File: config.mk
export PLATFORM = sky130hd
export DESIGN_NAME = float_add_arbiter_flat
export DESIGN_NICKNAME = d
export VERILOG_FILES = /design/src/rtl/float_add_arbiter_pkg.sv /design/src/rtl/float_add_arbiter_if.sv /design/src/rtl/float_add_arbiter_float_add.sv /design/src/rtl/float_add_arbiter.sv /design/src/flat_wrapper.sv
export SDC_FILE = /design/constraint.sdc
export NUM_CORES = 1
export LEC_CHECK = 0
export CORE_MARGIN = 1
export CORE_UTILIZATION = 35
export CTS_BUF_LIST = sky130_fd_sc_hd__clkbuf_8
export CTS_CLUSTER_DIAMETER = 40
export DETAILED_ROUTE_END_ITERATION = 6
export MAX_ROUTING_LAYER = met4
export PLACE_DENSITY_LB_ADDON = 0.1
export RECOVER_POWER = 100
export SLEW_MARGIN = 15
export SYNTH_ARGS = -nofsm -noshare
export SYNTH_HDL_FRONTEND = slang
export SYNTH_HIERARCHICAL = 1
export SYNTH_SLANG_ARGS = --single-unit
export TNS_END_PERCENT = 100
File: constraint.sdc
create_clock -name clk -period 4.2 [get_ports clk]
set_input_delay 0.84 -clock clk [delete_from_list [all_inputs] [get_ports clk]]
set_output_delay 0.84 -clock clk [all_outputs]
set_load 0.02 [all_outputs]
File: src/rtl/float_add_arbiter_pkg.sv
// Shared constants and types for the two-port float adder arbiter.
// Format: 8-bit unsigned float, exponent [7:5], mantissa [4:0].
package float_add_arbiter_pkg;

    localparam int unsigned EXP_W   = 3;
    localparam int unsigned MAN_W   = 5;
    localparam int unsigned FLOAT_W = EXP_W + MAN_W;

    localparam logic [FLOAT_W-1:0] FLOAT_MAX = 8'hFF;

    localparam logic PORT0 = 1'b0;
    localparam logic PORT1 = 1'b1;

    typedef logic [FLOAT_W-1:0] float_t;

    typedef struct packed {
        float_t a;
        float_t b;
    } operands_t;

endpackage

File: src/rtl/float_add_arbiter_if.sv
// Requester-side bus of the arbiter: two request/operand ports plus shared result.
interface float_add_arbiter_if;
    import float_add_arbiter_pkg::*;

    logic   req0;
    float_t a0;
    float_t b0;
    logic   gnt0;
    logic   done0;

    logic   req1;
    float_t a1;
    float_t b1;
    logic   gnt1;
    logic   done1;

    float_t result;

    modport master (
        output req0, a0, b0, req1, a1, b1,
        input  gnt0, done0, gnt1, done1, result
    );

    modport slave (
        input  req0, a0, b0, req1, a1, b1,
        output gnt0, done0, gnt1, done1, result
    );

endinterface

File: src/rtl/float_add_arbiter_float_add.sv
// Combinational add of two 8-bit unsigned floats (truncating alignment,
// carry renormalises, exponent overflow saturates to FLOAT_MAX).
module float_add
    import float_add_arbiter_pkg::*;
(
    input  float_t a,
    input  float_t b,
    output float_t sum
);

    logic [EXP_W-1:0] exp_a;
    logic [EXP_W-1:0] exp_b;
    logic [EXP_W-1:0] exp_big;
    logic [EXP_W-1:0] exp_diff;
    logic [MAN_W-1:0] man_big;
    logic [MAN_W-1:0] man_small;
    logic [MAN_W-1:0] man_aligned;
    logic [MAN_W:0]   man_sum;

    always_comb begin
        exp_a = a[FLOAT_W-1:MAN_W];
        exp_b = b[FLOAT_W-1:MAN_W];

        // Larger exponent leads; the other mantissa is aligned to it.
        if (exp_b > exp_a) begin
            exp_big   = exp_b;
            exp_diff  = exp_b - exp_a;
            man_big   = b[MAN_W-1:0];
            man_small = a[MAN_W-1:0];
        end else begin
            exp_big   = exp_a;
            exp_diff  = exp_a - exp_b;
            man_big   = a[MAN_W-1:0];
            man_small = b[MAN_W-1:0];
        end

        man_aligned = man_small >> exp_diff;
        man_sum     = {1'b0, man_big} + {1'b0, man_aligned};

        if (man_sum[MAN_W]) begin
            if (exp_big == {EXP_W{1'b1}}) begin
                sum = FLOAT_MAX;
            end else begin
                sum = {exp_big + EXP_W'(1), 1'b1, man_sum[MAN_W-1:1]};
            end
        end else begin
            sum = {exp_big, man_sum[MAN_W-1:0]};
        end
    end

endmodule

File: src/rtl/float_add_arbiter.sv
// Two-requester arbiter sharing one float_add; operand and result registers
// give a fully pipelined adder with done two cycles after the grant.
module float_add_arbiter
    import float_add_arbiter_pkg::*;
#(
    parameter bit ROUND_ROBIN = 1'b1
) (
    input  logic                 clk,
    input  logic                 rst,
    float_add_arbiter_if.slave   bus
);

    logic      gnt0;
    logic      gnt1;
    logic      prefer1;
    logic      last_gnt;
    operands_t op;
    logic      s1_vld;
    logic      s1_id;
    logic      s2_vld;
    logic      s2_id;
    float_t    sum;
    float_t    result;

    // Port 1 only wins contention under round-robin when port 0 went last.
    always_comb begin
        prefer1 = 1'b0;
        if (ROUND_ROBIN) begin
            prefer1 = (last_gnt == PORT0);
        end
        gnt0 = ~rst & bus.req0 & ~(bus.req1 & prefer1);
        gnt1 = ~rst & bus.req1 & ~gnt0;
    end

    always_ff @(posedge clk or posedge rst) begin
        if (rst) begin
            last_gnt <= PORT1;
            op       <= '0;
            s1_vld   <= 1'b0;
            s1_id    <= PORT0;
            s2_vld   <= 1'b0;
            s2_id    <= PORT0;
            result   <= '0;
        end else begin
            s1_vld <= gnt0 | gnt1;
            if (gnt0 | gnt1) begin
                last_gnt <= gnt1 ? PORT1 : PORT0;
                s1_id    <= gnt1 ? PORT1 : PORT0;
                op.a     <= gnt1 ? bus.a1 : bus.a0;
                op.b     <= gnt1 ? bus.b1 : bus.b0;
            end
            s2_vld <= s1_vld;
            s2_id  <= s1_id;
            if (s1_vld) begin
                result <= sum;
            end
        end
    end

    float_add u_float_add (
        .a   (op.a),
        .b   (op.b),
        .sum (sum)
    );

    assign bus.gnt0   = gnt0;
    assign bus.gnt1   = gnt1;
    assign bus.done0  = s2_vld & (s2_id == PORT0);
    assign bus.done1  = s2_vld & (s2_id == PORT1);
    assign bus.result = result;

endmodule

File: src/flat_wrapper.sv
// flat-port wrapper written by rule: the top's interface ports become plain ports
module float_add_arbiter_flat import float_add_arbiter_pkg::*;
#(
    parameter bit ROUND_ROBIN = 1'b1
)
  (clk, rst, bus_req0, bus_a0, bus_b0, bus_req1, bus_a1, bus_b1, bus_gnt0, bus_done0, bus_gnt1, bus_done1, bus_result);
  float_add_arbiter_if bus_i ();
  input  logic clk;
  input  logic rst;
  input wire logic [$bits(bus_i.req0)-1:0] bus_req0;
  input wire logic [$bits(bus_i.a0)-1:0] bus_a0;
  input wire logic [$bits(bus_i.b0)-1:0] bus_b0;
  input wire logic [$bits(bus_i.req1)-1:0] bus_req1;
  input wire logic [$bits(bus_i.a1)-1:0] bus_a1;
  input wire logic [$bits(bus_i.b1)-1:0] bus_b1;
  output wire logic [$bits(bus_i.gnt0)-1:0] bus_gnt0;
  output wire logic [$bits(bus_i.done0)-1:0] bus_done0;
  output wire logic [$bits(bus_i.gnt1)-1:0] bus_gnt1;
  output wire logic [$bits(bus_i.done1)-1:0] bus_done1;
  output wire logic [$bits(bus_i.result)-1:0] bus_result;
  assign bus_i.req0 = bus_req0;
  assign bus_i.a0 = bus_a0;
  assign bus_i.b0 = bus_b0;
  assign bus_i.req1 = bus_req1;
  assign bus_i.a1 = bus_a1;
  assign bus_i.b1 = bus_b1;
  assign bus_gnt0 = bus_i.gnt0;
  assign bus_done0 = bus_i.done0;
  assign bus_gnt1 = bus_i.gnt1;
  assign bus_done1 = bus_i.done1;
  assign bus_result = bus_i.result;
  float_add_arbiter #(.ROUND_ROBIN(ROUND_ROBIN)) u_core (.clk(clk), .rst(rst), .bus(bus_i));
endmodule
==> qor.txt <==
Initial core utilization: 36.7%
Part of the power in the clock network: 13.8%
Max Cap Viol: 0
Nets: 281
CTS tree: yes
Netlist Area Pre-Place: 0.00205 sq mm
Initial drt markers: 33
Clock Skew: 0.00553 ns
Yosys warning count: 6
Die width: 78.5 um
RSZ-0062 raised after global routing: false
DP Wirelength: 3610 um
All-Layer GR Usage: 16.6%
Critical path peak fanout: 18
H-tree levels: 2
Vias in the first global route: 1681
Overflow after GRT: 0
Die area: 0.00616 sq mm
Top_reg_cell synth: dfrtp_1
Int Power: 943 uW
Lkg Pwr: 1.15 nW
Dominant cell type by area after synthesis: dfrtp_1
Port Buffers: 47
Yosys top cell area share: 34.2%
Mapped Nets: 230
Sw Pwr: 590 uW
Post-layout power: 1.53 mW
Clock Root Buffer: clkbuf_8
First-pass GRT wire length: 7580 um
Pwr Density: 578 mW/mm^2
Reg power frac: 26.2%
Tmin final: 3.91 ns
Critical path class: input pin to output pin
Commonest non-fill, non-tap cell in the layout: clkdlybuf4s50_1
# clock sinks: 29
Routed Antenna Nets: 0
CP endpoint kind: output pin
Hold Violations, Final: 0
Max-slew violation count: 0
Num CTS Buffers: 5
Synth top area cells: dfrtp_1, mux2_2, ha_1
Synth async-reset ratio: 100%
Setup TNS: 0 ns
Crit start category: input pin
Outcome: finished, final reports clean
Post-synth EDFFs: 0
Share of layout cells above drive strength 1: 18.5%
Diodes inserted: 0
Vias per inst: 5.16
Syn Area/Cell: 11.3 sq um
Core area: 0.00557 sq mm
Cell Rows: 27
Hold WC Path Type: flip-flop to flip-flop
WL/cell: 14.5 um
Count of hold-fix buffers inserted at cts: 0
Seq/Total Area, Yosys: 35.5%
Final setup fails: 0
Mapped Cells: 181
Final RePlAce weighted congestion: 0.805
Area grow syn2layout: 29.6%
Slew @ Worst Pin: 1.07 ns
Combinational power share: 60.0%
WP data required: 3.36 ns
Switching share of power: 38.5%
#FFs+latches synth: 29
Worst EP arrival: 3.07 ns
Clk_lat worst skew: 0.28 ns
Die height: 78.5 um
I/O pin cnt: 48
Synth unique cells: 43
Final WL: 4420 um
CTS clk-pin slew, worst paths: 0.06 ns
Pin count of the biggest net entering global routing: 20
Slew HR: 28.4%
F_max: 256 MHz
Final Core Density: 47.6%
Fin crit share: 93.0%
Via Count: 1573
Antenna violations before repair: 0
Most frequent cells in the layout: clkdlybuf4s50_1, dfrtp_1, and2_1, mux2_2, inv_1
Post-route DRC violation count: 0
Clock buffer depth: 2
VDD IR max: 199 uV
TritonRoute pass-1 iters: 4
power by group through the flow:
stage | combinational [mW] | sequential [mW] | clock [mW]
after floorplan | 0.651 | 0.442 | 0
after global placement | 0.927 | 0.405 | 0
after detailed placement | 0.935 | 0.409 | 0
after CTS | 0.942 | 0.404 | 0.221
after global routing | 1.02 | 0.414 | 0.236
final | 0.920 | 0.401 | 0.212
Yosys cell counts, types with 5 or more instances:
cell type / n
dfrtp_1: 28
and2_1: 17
mux2_2: 14
inv_1: 12
ha_1: 10
a221o_1: 9
mux2i_1: 8
a221o_2: 7
a21oi_1: 6
nand2_1: 6
o21ai_0: 6
nor2b_1: 5
layout make-up:
cell class              count  area [sq um]
multi-input cells         131          1200
repair buffers             53           504
inverters                  12          45.0
clock buffers               5          68.8
fillers                   510          2920
well taps                  72          90.1
flip-flops and latches     29           727
clock inverters             3          13.8
worst max-delay path, cell delays in order:
cell	delay (ns)
dlygate4sd3_1	0.54
inv_1	0.07
clkbuf_1	0.71
and3_1	0.30
clkdlybuf4s50_1	0.61
final timing paths:
check	startpoint	to	slack (ns)	depth (start not counted)
min in group asynchronous	rst	u_core/bus.result[6]	1.22	3
setup reg to reg	u_core/op[14]	u_core/bus.result[0]	0.33	14
hold reg to reg	u_core/s1_id	u_core/s2_id	0.38	0
max in group asynchronous	rst	u_core/op[5]	2.30	3
hold / removal	u_core/s1_id	u_core/s2_id	0.38	0
setup / recovery	rst	bus_gnt1	0.29	5
stage by stage:
step / setup slack [ns] / cells / area (sq um) / hold slack, ns
floorplan: 0.410 / 181 / 2050 / 0.352
global placement: 0.352 / 297 / 2580 / 0.363
detailed placement: 0.305 / 297 / 2580 / 0.367
CTS: 0.283 / 305 / 2660 / 0.381
global route: 0.00694 / 305 / 2650 / 0.396
finish: 0.293 / 305 / 2650 / 0.381
repair_timing:
item | 4_1_cts | 5_1_grt
endpoints found under the setup margin | 0 | 3
gates resized for setup | 0 | 2
buffers inserted | 0 | 0
per-layer routing:
metal  up-vias  GRT usage (%)  wire length (um)
li1        776              -                 -
met1       747           21.0              2220
met2        43           25.4              1970
met3         7           3.49               160
met4         0           7.22                68
met5         -              -                 0
cells by family after synthesis:
logic type | after synthesis | synth area share [%]
flip-flops | 29 | 35.5
adder cells (fa/ha/maj) | 13 | 9.04
AO/OA/AOI/OAI | 42 | 17.8
AND/OR/NAND/NOR | 46 | 13.2
buffers and inverters | 21 | 5.86
multiplexers | 27 | 17.3
XOR/XNOR | 3 | 1.28
flip-flops by register name (all words and copies together), names as in the netlist:
name	count
u_core/s2_vld	1
u_core/s1_id	1
u_core/s1_vld	1
u_core/op	16
u_core/last_gnt	1
u_core/s2_id	1
u_core/bus.result	8
Note: power is estimated with default switching activity, not from simulation.
